<file path="src/rtl/store_log_fifo.sv">
// Store-log FIFO: circular buffer with a valid/ready pop port, a drop-on-full
// push port and a sticky overflow flag. DEPTH must be a power of two >= 2 so
// the pointers wrap naturally.
module store_log_fifo #(
  parameter int DATA_W = 64,
  parameter int DEPTH  = 8
) (
  input  logic              clk,
  input  logic              reset,
  input  logic              i_push,
  input  logic [DATA_W-1:0] i_push_data,
  input  logic              i_pop_ready,
  output logic              o_valid,
  output logic [DATA_W-1:0] o_head,
  output logic              o_overflow
);

  localparam int AW = $clog2(DEPTH);
  localparam int CW = AW + 1;
  localparam logic [CW-1:0] FULL_CNT = CW'(DEPTH);

  logic [DATA_W-1:0] r_mem [DEPTH];
  logic [AW-1:0]     r_wptr;
  logic [AW-1:0]     r_rptr;
  logic [CW-1:0]     r_count;
  logic              r_overflow;

  logic w_empty;
  logic w_full;
  logic w_pop;
  logic w_push_ok;
  logic w_drop;

  // Pop only when an entry exists; a push into a full log survives only if a
  // pop frees a slot on the same edge. Push into an empty log is never popped
  // in that cycle because valid is still low.
  always_comb begin
    w_empty   = (r_count == '0);
    w_full    = (r_count == FULL_CNT);
    w_pop     = !w_empty && i_pop_ready;
    w_push_ok = i_push && (!w_full || w_pop);
    w_drop    = i_push && w_full && !w_pop;
  end

  // Entry storage; data carries no reset, emptiness is tracked by the count.
  always_ff @(posedge clk) begin
    if (w_push_ok) begin
      r_mem[r_wptr] <= i_push_data;
    end
  end

  // Pointers, occupancy and the sticky overflow flag.
  always_ff @(posedge clk) begin
    if (reset) begin
      r_wptr     <= '0;
      r_rptr     <= '0;
      r_count    <= '0;
      r_overflow <= 1'b0;
    end else begin
      if (w_push_ok) begin
        r_wptr <= r_wptr + AW'(1);
      end
      if (w_pop) begin
        r_rptr <= r_rptr + AW'(1);
      end
      case ({w_push_ok, w_pop})
        2'b10:   r_count <= r_count + CW'(1);
        2'b01:   r_count <= r_count - CW'(1);
        default: r_count <= r_count;
      endcase
      if (w_drop) begin
        r_overflow <= 1'b1;
      end
    end
  end

  // Head is forced to zero while empty so stale slots never leak out.
  always_comb begin
    o_valid    = !w_empty;
    o_head     = w_empty ? '0 : r_mem[r_rptr];
    o_overflow = r_overflow;
  end

endmodule

</file>
<file path="config.mk">
export PLATFORM = sky130hd
export DESIGN_NAME = store_log_fifo
export DESIGN_NICKNAME = d
export VERILOG_FILES = /design/src/rtl/store_log_fifo.sv
export SDC_FILE = /design/constraint.sdc
export NUM_CORES = 1
export LEC_CHECK = 0
export CORE_MARGIN = 3
export CORE_UTILIZATION = 59
export DETAILED_ROUTE_END_ITERATION = 10
export GPL_ROUTABILITY_DRIVEN = 0
export PLACE_DENSITY_LB_ADDON = 0.3
export SKIP_LAST_GASP = 1
export SYNTH_ARGS = -nofsm -noshare
export SYNTH_HDL_FRONTEND = slang
export SYNTH_SLANG_ARGS = --single-unit
</file>
<file path="constraint.sdc">
create_clock -name clk -period 11.1 [get_ports clk]
set_input_delay 1.665 -clock clk [delete_from_list [all_inputs] [get_ports clk]]
set_output_delay 1.665 -clock clk [all_outputs]
set_load 0.02 [all_outputs]
</file>
# --- Word level (Yosys, flattened, before mapping) ---
# Memory sizes are Yosys's and may differ from the RTL's. A register that Yosys moved wholly into a read port is not among the register bits.
# Cells that the tools add are included.
totals:
  ramBits: 512
  regBits: 11
  output_inout_bits: 66
  wordCells: 28
  mem_count: 1
memory_table:
  columns: ["memory", "depth", "word_bits", "rd", "rd_ports_with_merged_regs", "write_ports", "line_no", "text"]
  rows:
  - ["r_mem", 8, 64, 1, 1, 1, "22", "logic [DATA_W-1:0] r_mem [DEPTH];"]
classes:
  add_sub_neg: 4
  eq_ne: 3
  reduce_logical: 10
  n_mux: 6
ops:
  columns: ["cell", "count"]
  rows:
  - ["64-bit two-way mux", 1]
  - ["4-bit one-hot mux with 2 select lines", 1]
  - ["3-bit by 1-bit adder with 3-bit output (second input constant)", 2]
  - ["3-bit two-way mux", 2]
  - ["4-bit by 1-bit adder with 4-bit output (second input constant)", 1]
  - ["4-bit equality test (second input constant)", 1]
  - ["1-bit logical AND", 4]
  - ["4-bit zero test", 1]
  - ["4-bit by 1-bit subtractor with 4-bit output (second input constant)", 1]
  - ["1-bit zero test", 3]
  - ["2-bit by 1-bit equality test with 1-bit output (second input constant)", 1]
  - ["2-bit equality test (second input constant)", 1]
  - ["1-bit two-way mux", 2]
  - ["2-bit nonzero test", 1]
  - ["1-bit logical OR", 1]

# --- Depth between registers and ports, before layout ---
# Gate-level depths: netlist of the first run.
depth:
  ltp_word: 7
  mapped_depth: 10

# --- Least setup slack after synthesis of the first run ---
# No wires, ideal clock.
synth_timing:
  path_type: "input to register"
  startpoint: "input i_pop_ready"
  endpoint: "memory r_mem[0][0], enable pin"
  setup_slack_ns: 2.295
  required_ns: 10.456
  path_buffers: 1
  stages: 4
  arrival_ns: 8.161
  cell_sequence: "buf_2 > nand2b_1 > o21ai_4 > nor4_1"
synth_between:
  elab_chain_len: 5
synth_rtl:
  columns: ["item", "line_no", "text"]
  rows:
  - ["start: declaration", "12", "input logic i_pop_ready,"]
  - ["1-bit logical AND", "40", "w_pop = !w_empty && i_pop_ready;"]
  - ["1-bit logical OR", "41", "w_push_ok = i_push && (!w_full || w_pop);"]
  - ["1-bit logical AND", "41", null]
  - ["1-bit two-way mux", "47", "if (w_push_ok) begin"]
  - ["1-bit two-way mux (implied by the code)", "48", "r_mem[r_wptr] <= i_push_data;"]
  - ["end: declaration", "22", null]
# Every way passes these cells.

==> results of run 1 <==
-- power by group --
| group | internal, mW | switching (mW) | total (mW) |
|---|---|---|---|
| clock | 0.979 | 0.694 | 1.67 |
| combinational | 0.640 | 0.660 | 1.30 |
| sequential | 2.24 | 0.0878 | 2.33 |
| total | 3.86 | 1.44 | 5.30 |
-- path summary, 6_finish.rpt --
path | start | slack (ns) | endpoint
worst max-delay path | register | 5.59 | o_head[3]
worst min-delay path | o_overflow$_SDFFE_PP0P_ | 0.47 | o_overflow$_SDFFE_PP0P_
worst max register to register | r_count[1]$_SDFFE_PP0P_ | 8.14 | r_count[2]$_SDFFE_PP0P_
worst min register to register | o_overflow$_SDFFE_PP0P_ | 0.47 | o_overflow$_SDFFE_PP0P_
-- state kept, by name, summed over array words and instances (netlist names), named ones only --
register    count
r_count         4
r_wptr          3
o_overflow      1
r_rptr          3
r_mem         512
-- cells by family after synthesis --
logic type / count (synthesis)
muxes: 194
buffers and inverters: 51
DFF: 526
xor gates and xnor gates: 7
adders and majority gates: 3
AOI/OAI and AO/OA: 12
and+or+nand+nor: 104
-- cell type report --
type	instances	area, sq um	share of cell area (%)
flip-flops and latches	526	15700	66.3
clock buffers	67	1360	5.75
diodes	1	2.50	0.0106
multi-input cells	320	4270	18.1
inverters	4	15.0	0.0636
repair buffers	149	1460	6.20
clock inverters	29	277	1.17
well taps	448	561	2.37
-- tightest hold or removal path, delay by kind of cell, from the launching register on --
kind | cells | cell delay (ns)
flops | 1 | 0.33
simple gates | 1 | 0.07
compound gates | 1 | 0.04
-- synthesized netlist by cell type (2+ instances only) --
cell type and number:
xor2_1 3, a21oi_1 3, buf_2 26, ha_1 3, buf_4 11, nand2_1 5
mux4_2 128, inv_1 3, xnor2_1 4, nor2_1 78, nor3_1 5, edfxtp_1 512
dfxtp_1 14, buf_1 5, nand3_1 2, nor4_1 2, nand2b_1 6, clkbuf_1 4
mux2i_1 66
-- stage by stage --
step / instances / setup WS, ns
2_1_floorplan: 897 / 2.29
3_3_place_gp: 1447 / 6.15
3_5_place_dp: 1447 / 6.14
4_1_cts: 1543 / 5.50
5_1_grt: 1544 / 5.40
6_report: 1544 / 5.59
-- layer usage --
metal,wire [um],track usage [%],share of wire (%),vias to the layer above
met2,19600,35.5,50,311
met5,37,0,0.095,-
li1,-,-,-,4048
met3,2290,4.28,5.9,67
met1,16300,30.9,42,4935
met4,720,5.73,1.8,6
==> impl_results.md, run 1 <==
- HP Class: reg -> reg
- Post-synth EDFFs: 512
- Final wirelength: 39.0 mm
- Syn-to-layout area delta: 17.2%
- Period Utilization, post-route: 49.7%
- Data arrival at the endpoint of the critical path: 3.85 ns
- I/O Buffers: 133
- CP Capture Type: output pin
- Net count after synthesis: 968
- CTS Hold Buffers Added: 0
- Layout cells sized above 1: 21.0%
- Die X: 191 um
- Buffers & Inverters on Critical Path: 2
- Leakage power: 7.22 nW
- Fmax: 181 MHz
- Via count: 9367
- Initial drt markers: 649
- Dpl hpwl: 19.3 mm
- Cell count after synthesis: 897
- Yosys reg bits: 526
- Setup TNS: 0 ns
- Max-slew violation count: 0
- Routed WL per cell: 25.2 um
- Via/cell ratio: 6.07
- Worst-Skew Late Latency: 0.56 ns
- Synth Warn #: 0
- Cts repair resizes: 0
- Post-synthesis adder-cell area fraction: 0.186%
- Synth Area in Compound Gates: 0.596%
- Post-route cell area: 0.0236 sq mm
- Synth async-reset ratio: 0%
- Mux contribution to synthesized area: 17.6%
- Status: complete, no violations
- Setup bufs post-CTS: 0
- CP cell instances: buf_4 -> mux4_2 -> mux2i_1 -> nor2_1 -> clkdlybuf4s50_1
- Commonest non-fill, non-tap cell in the layout: edfxtp_1
- Top cell type's share of synthesized area: 76.3%
- Root Driver: clkbuf_16
- Worst-Margin Slew: 1.13 ns
- Initial Util: 59.9%
- Worst Path Required: 9.44 ns
- CTS buffer count: 51
- Worst-case hold slack: 0.473 ns
- Initial antenna violation count: 4
- Filler cells: 1966
- Synth cell types: 36
- MaxCap Viol Count: 0
- Site row count: 67
- Critical path depth in cells: 5
- Avg Cell Area, Syn: 22.5 sq um
- ANT nets after route: 0
- Ports: 134
- Placeable Area: 0.0336 sq mm
- Largest family of logic cells by synthesized area: multiplexers
- Crit Path Max Fanout: 73
- Slew HR: 24.9%
- Total gr overflow: 0
- Finish-stage setup viols: 0
- All-Layer GR Usage: 21.8%
- Die ar.: 0.0364 sq mm
- Clock buffer depth: 3
- Largest cells by area after synthesis: edfxtp_1 76%, mux4_2 14%, mux2i_1 3.3%
- CP max stage delay: 1.01 ns
- Hold Path Depth: 2
- Largest net degree at the start of global routing: 85
- CP Class: reg -> out
- Minimum clock period: 5.51 ns
- Vias in the first global route: 9762
- RSZ-0062 raised after global routing: no
- Max VDD drop: 0.171 mV
- # nets final: 1123
- Main synth FF type: edfxtp_1
- Layout Skew: 0.0206 ns
- Total iterations of the first detailed-routing run: 4
- Synth Area in XOR/XNOR: 0.304%
- First-pass GRT wire length: 58.9 mm
- Seq/Total Area, Yosys: 77.7%
- Clk slew on worst S/H paths: 0.06 ns
- Post-route DRC violation count: 0
- Setup crit start kind: register
- Commonest cells after routing, fill and taps aside: 512 x edfxtp_1, 133 x clkdlybuf4s50_1, 128 x mux4_2
- Final Core Density: 70.2%
- Synthesized area: 0.0201 sq mm
- Final hold violation count: 0
- Power per Cell Area: 225 mW/mm^2
- Leading area contributor after synthesis: edfxtp_1
- # H-tree levels: 2
- Worst r2r path cells: 10
- Synth Area in Simple Gates: 2.25%
- Crit-path leading delay family: buffers and inverters
- Placed instance area: 0.0220 sq mm
- DIE HEIGHT: 191 um
- CTS tree: yes
- Slowest-stage cell, CP: dfxtp_4
- Total Power: 5.30 mW
- Clock sink count: 526
Power figures use the tool's default switching activity.
==> run 2: changes to the inputs <==
--- a/config.mk
+++ b/config.mk
@@ -6,7 +6,7 @@
 export NUM_CORES = 1
 export LEC_CHECK = 0
 export CORE_MARGIN = 3
-export CORE_UTILIZATION = 59
+export CORE_UTILIZATION = 53
 export DETAILED_ROUTE_END_ITERATION = 10
 export GPL_ROUTABILITY_DRIVEN = 0
 export PLACE_DENSITY_LB_ADDON = 0.3
==> constraint.sdc (replaced) <==
create_clock -name clk -period 4.7 [get_ports clk]
set_input_delay 0.705 -clock clk [delete_from_list [all_inputs] [get_ports clk]]
set_output_delay 0.705 -clock clk [all_outputs]
set_load 0.02 [all_outputs]
==> impl_results.md, run 2 (synthesis gave the netlist of run 1 again) <==
- Post-route cell area: 0.0237 sq mm
- Ports: 134
- Final cell count without fillers: 1609
- Cts repair resizes: 0
- Status: complete, no violations
- RSZ-0062 raised after global routing: no
- Filler cells: 2465
- Reg2Reg Capture Point: r_count[2]$_SDFFE_PP0P_
- Via/cell ratio: 5.76
- Commonest cells after routing, fill and taps aside: 512 x edfxtp_1, 133 x clkdlybuf4s50_1, 128 x mux4_2
- Via count: 9271
- ANT nets after route: 0
- Finish-stage setup viols: 0
- CP endpoint: o_head[8]
- I/O Buffers: 133
- Worst-case hold slack: 0.484 ns
- Total gr overflow: 0
- Largest net degree at the start of global routing: 65
- CTS Hold Buffers Added: 0
- Gate power share: 25.8%
- Setup TNS: 0 ns
- CTS tree: yes
- Sequential share of power: 44.5%
- Post-route DRC violation count: 0
- Internal power: 8.91 mW
- Worst reg2reg setup slack: 2.04 ns
- Routed WL per cell: 23.8 um
- Clock buffer depth: 3
- Setup crit start kind: register
- Switching power share of the total: 27.6%
- Dpl hpwl: 20.7 mm
- First-pass GRT wire length: 60.1 mm
- Initial Util: 54.4%
- DIE HEIGHT: 201 um
- CTS buffer count: 51
- Largest registers: r_mem: 512 flops, r_count: 4 flops
- Worst Path Required: 3.99 ns
- Clk slew on worst S/H paths: 0.06 ns
- Period Utilization, post-route: 84.8%
- Vias in the first global route: 9873
- Leakage power: 7.23 nW
- Slew HR: 39.3%
- Max VDD drop: 0.397 mV
- Largest register FFs: 512
- CP cell instances: buf_4 -> mux4_2 -> mux2i_1 -> nor2_1 -> clkdlybuf4s50_1
- Worst-Margin Slew: 0.911 ns
- MaxCap Viol Count: 0
- Die ar.: 0.0404 sq mm
- Register area: 0.0157 sq mm
- Worst r2r path cells: 10
- CP Capture Type: output pin
- Largest Register: r_mem
- All-Layer GR Usage: 19.4%
- Fmax: 251 MHz
- Worst-Skew Late Latency: 0.57 ns
- Layout Skew: 0.0151 ns
- Slowest-stage cell, CP: dfxtp_4
- Placeable Area: 0.0370 sq mm
- Setup bufs post-CTS: 0
- Placed instance area: 0.0222 sq mm
- Crit Path Max Fanout: 36
- Max-slew violation count: 0
- # nets final: 1134
- Final hold violation count: 0
- Minimum clock period: 3.98 ns
- Root Driver: clkbuf_16
- Multi-input logic area: 0.00429 sq mm
- Commonest non-fill, non-tap cell in the layout: edfxtp_1
- Power per Cell Area: 518 mW/mm^2
- # H-tree levels: 2
- Psw: 3.39 mW
- Total iterations of the first detailed-routing run: 5
- Clock sink count: 526
- Initial drt markers: 626
- Placed cells: 1514
- Layout cells sized above 1: 21.7%
- Worst r2r src: r_count[1]$_SDFFE_PP0P_
- Data arrival at the endpoint of the critical path: 3.28 ns
- Clk network pwr share: 29.8%
- CP Class: reg -> out
- Syn-to-layout area delta: 17.8%
- HP Class: reg -> reg
- CP max stage delay: 0.85 ns
- Die X: 201 um
- Final wirelength: 38.2 mm
- Initial antenna violation count: 4
- Site row count: 70
-- run 2: cell types whose count changed in the layout (fill, tap and decap cells not counted), moves of 2 or more --
cell / previous run / this run
buf_12: 1 / 8
bufinv_16: 5 / 0
buf_4: 15 / 19
clkinv_2: 8 / 12
clkbuf_1: 15 / 13
diode_2: 1 / 3
inv_6: 2 / 0
-- run 2: area by class of cell --
| cell class | instances | area share, % |
|---|---|---|
| Sequential cell | 526 | 66.0 |
| Multi-Input combinational cell | 320 | 18.1 |
| Timing Repair Buffer | 160 | 6.88 |
| Clock buffer | 66 | 5.79 |
| Tap cell | 504 | 2.66 |
| Clock inverter | 26 | 0.506 |
| Inverter | 4 | 0.0633 |
| Antenna cell | 3 | 0.0316 |
-- run 2: worst min path at each step --
stage,startpoint,to,slack [ns],depth (start not counted)
floorplan,r_rptr[1]$_SDFFE_PP0N_,register,0.45,2
global placement,r_rptr[1]$_SDFFE_PP0N_,register,0.47,2
detailed placement,r_rptr[1]$_SDFFE_PP0N_,register,0.47,2
CTS,r_rptr[1]$_SDFFE_PP0N_,register,0.48,2
global route,r_rptr[1]$_SDFFE_PP0N_,register,0.51,2
finish,r_rptr[1]$_SDFFE_PP0N_,register,0.48,2
-- run 2: critical path, delay by kind of cell, from the launching register on --
family        cells  cell delay [ns]
flops             1             0.85
simple gates      1             0.07
mux               2             0.82
buf+inv           2             0.94
-- run 2: power groups by stage --
stage                     Clock (mW)  Sequential [mW]  Combinational [mW]
after floorplan                    0             5.43                2.11
final                           3.66             5.47                3.17
after global routing            3.96             5.50                3.39
after CTS                       3.76             5.48                3.24
after detailed placement           0             5.58                3.22
after global placement             0             5.57                3.19
-- run 2: per-layer routing --
metal / share of wire [%] / GRT usage (%)
met2: 50 / 31.5
met4: 2.0 / 5.55
met5: 0.065 / 0
met1: 42 / 27.3
met3: 6.1 / 3.92
-- run 2: through the flow --
step	util (%)	total power [mW]	setup slack, ns
6_report	64.1	12.3	0.716
5_1_grt	64.1	12.9	0.444
4_1_cts	64.0	12.5	0.597
3_5_place_dp	60.0	8.80	1.23
3_3_place_gp	60.0	8.76	1.24
2_1_floorplan	-	7.54	-1.41
==> run 3: changes to the inputs <==
--- a/config.mk
+++ b/config.mk
@@ -6,7 +6,7 @@
 export NUM_CORES = 1
 export LEC_CHECK = 0
 export CORE_MARGIN = 3
-export CORE_UTILIZATION = 53
+export CORE_UTILIZATION = 59
 export DETAILED_ROUTE_END_ITERATION = 10
 export GPL_ROUTABILITY_DRIVEN = 0
 export PLACE_DENSITY_LB_ADDON = 0.3
==> constraint.sdc (replaced) <==
create_clock -name clk -period 3.83 [get_ports clk]
set_input_delay 0.5745 -clock clk [delete_from_list [all_inputs] [get_ports clk]]
set_output_delay 0.5745 -clock clk [all_outputs]
set_load 0.02 [all_outputs]
==> impl_results.md, run 3 (synthesis gave the netlist of run 1 again) <==
- Status: complete, no violations
- Setup crit start kind: register
- Worst-Skew Late Latency: 0.57 ns
- I/O Buffers: 133
- Clk slew on worst S/H paths: 0.06 ns
- First-pass GRT wire length: 60.3 mm
- All-Layer GR Usage: 22.3%
- Psw: 4.21 mW
- CP Class: reg -> out
- Slew HR: 41.6%
- Leakage power: 7.25 nW
- Largest net degree at the start of global routing: 65
- CTS tree: yes
- Placeable Area: 0.0336 sq mm
- Via count: 9248
- Post-route cell area: 0.0237 sq mm
- Switching power share of the total: 27.6%
- Setup bufs post-CTS: 0
- Clk network pwr share: 30.5%
- Max-slew violation count: 0
- Largest registers: r_mem: 512 flops, r_count: 4 flops
- Largest register FFs: 512
- Root Driver: clkbuf_16
- Setup TNS: 0 ns
- Dpl hpwl: 21.2 mm
- CTS Hold Buffers Added: 0
- Finish-stage setup viols: 0
- Final Core Density: 70.6%
- Minimum clock period: 3.43 ns
- Max VDD drop: 0.546 mV
- # nets final: 1131
- Cts repair resizes: 0
- Routed WL per cell: 25.2 um
- Placed instance area: 0.0222 sq mm
- Total iterations of the first detailed-routing run: 5
- Initial Util: 59.9%
- Layout Skew: 0.0196 ns
- Initial drt markers: 680
- CP Capture Type: output pin
- Worst-case hold slack: 0.484 ns
- Initial antenna violation count: 3
- Period Utilization, post-route: 89.5%
- Final hold violation count: 0
- Power per Cell Area: 643 mW/mm^2
- Site row count: 67
- Sequential share of power: 43.4%
- Syn-to-layout area delta: 17.8%
- Total gr overflow: 0
- Gate power share: 26.1%
- # H-tree levels: 2
- MaxCap Viol Count: 0
- DIE HEIGHT: 191 um
- Worst-Margin Slew: 0.873 ns
- Worst Path Required: 3.26 ns
- Total Power: 15.3 mW
- Final wirelength: 39.1 mm
- Data arrival at the endpoint of the critical path: 2.85 ns
- Crit Path Max Fanout: 60
- Fmax: 292 MHz
- N_diodes: 0
- Layout cells sized above 1: 21.9%
- Commonest non-fill, non-tap cell in the layout: edfxtp_1
- RSZ-0062 raised after global routing: no
- Via/cell ratio: 5.97
- Post-route DRC violation count: 0
- Commonest cells after routing, fill and taps aside: 512 x edfxtp_1, 133 x clkdlybuf4s50_1, 128 x mux4_2
- HP Class: reg -> reg
- Largest Register: r_mem
- Internal power: 11.0 mW
- Clock buffer depth: 3
- Die X: 191 um
- ANT nets after route: 0
- Ports: 134
- Clock sink count: 526
- CTS buffer count: 50
- Die ar.: 0.0364 sq mm
- Vias in the first global route: 10100
==> run 3: changes by cell type in the layout (fill, tap and decap cells not counted), moves of 2 or more <==
cell | previous run | this run
bufinv_16 | 0 | 3
clkbuf_1 | 13 | 6
clkbuf_16 | 53 | 51
clkinv_1 | 12 | 16
clkinv_4 | 0 | 3
clkinv_8 | 0 | 2
diode_2 | 3 | 0
nor3_2 | 3 | 0
nor3_4 | 1 | 4
==> run 3: power groups by stage <==
stage / clock (mW) / combinational, mW / sequential [mW]
final: 4.66 / 3.98 / 6.62
after global routing: 4.98 / 4.29 / 6.63
after CTS: 4.76 / 4.07 / 6.62
after detailed placement: 0 / 4.05 / 6.73
after global placement: 0 / 3.99 / 6.72
after floorplan: 0 / 2.59 / 6.66
==> run 3: worst paths after layout <==
| path | endpoint | startpoint | slack (ns) | cells past startpoint |
|---|---|---|---|---|
| max | o_head[7] | register | 0.40 | 5 |
| min | o_overflow$_SDFFE_PP0P_ | o_overflow$_SDFFE_PP0P_ | 0.48 | 2 |
| max reg2reg | r_count[2]$_SDFFE_PP0P_ | r_count[1]$_SDFFE_PP0P_ | 1.08 | 10 |
| min reg2reg | o_overflow$_SDFFE_PP0P_ | o_overflow$_SDFFE_PP0P_ | 0.48 | 2 |
==> run 3: area by class of cell <==
class / instances / area [sq um]
well taps: 448 / 561
inverters: 4 / 15.0
flip-flops and latches: 526 / 15700
clock inverters: 36 / 272
multi-input cells: 320 / 4310
clock buffers: 57 / 1300
fillers: 1945 / 9890
repair buffers: 158 / 1610
==> run 3: stage by stage <==
stage,std cells,setup slack (ns)
finish,1549,0.402
global route,1549,0.227
CTS,1549,0.350
detailed placement,1456,0.956
global placement,1456,1.00
floorplan,897,-0.450
==> run 3: critical path, cell delays in order, from the launching register on <==
cell and delay, ns:
dfxtp_4 0.39, buf_12 0.40, mux4_2 0.58, mux2i_1 0.24
nor2_1 0.07, clkdlybuf4s50_1 0.57
==> run 3: layer usage <==
metal | vias up | global-route usage (%) | wire, um
met5 | - | 0 | 37
met4 | 6 | 5.96 | 776
met3 | 66 | 4.60 | 2610
met2 | 339 | 37.6 | 20200
met1 | 4787 | 30.3 | 15500
li1 | 4050 | - | -
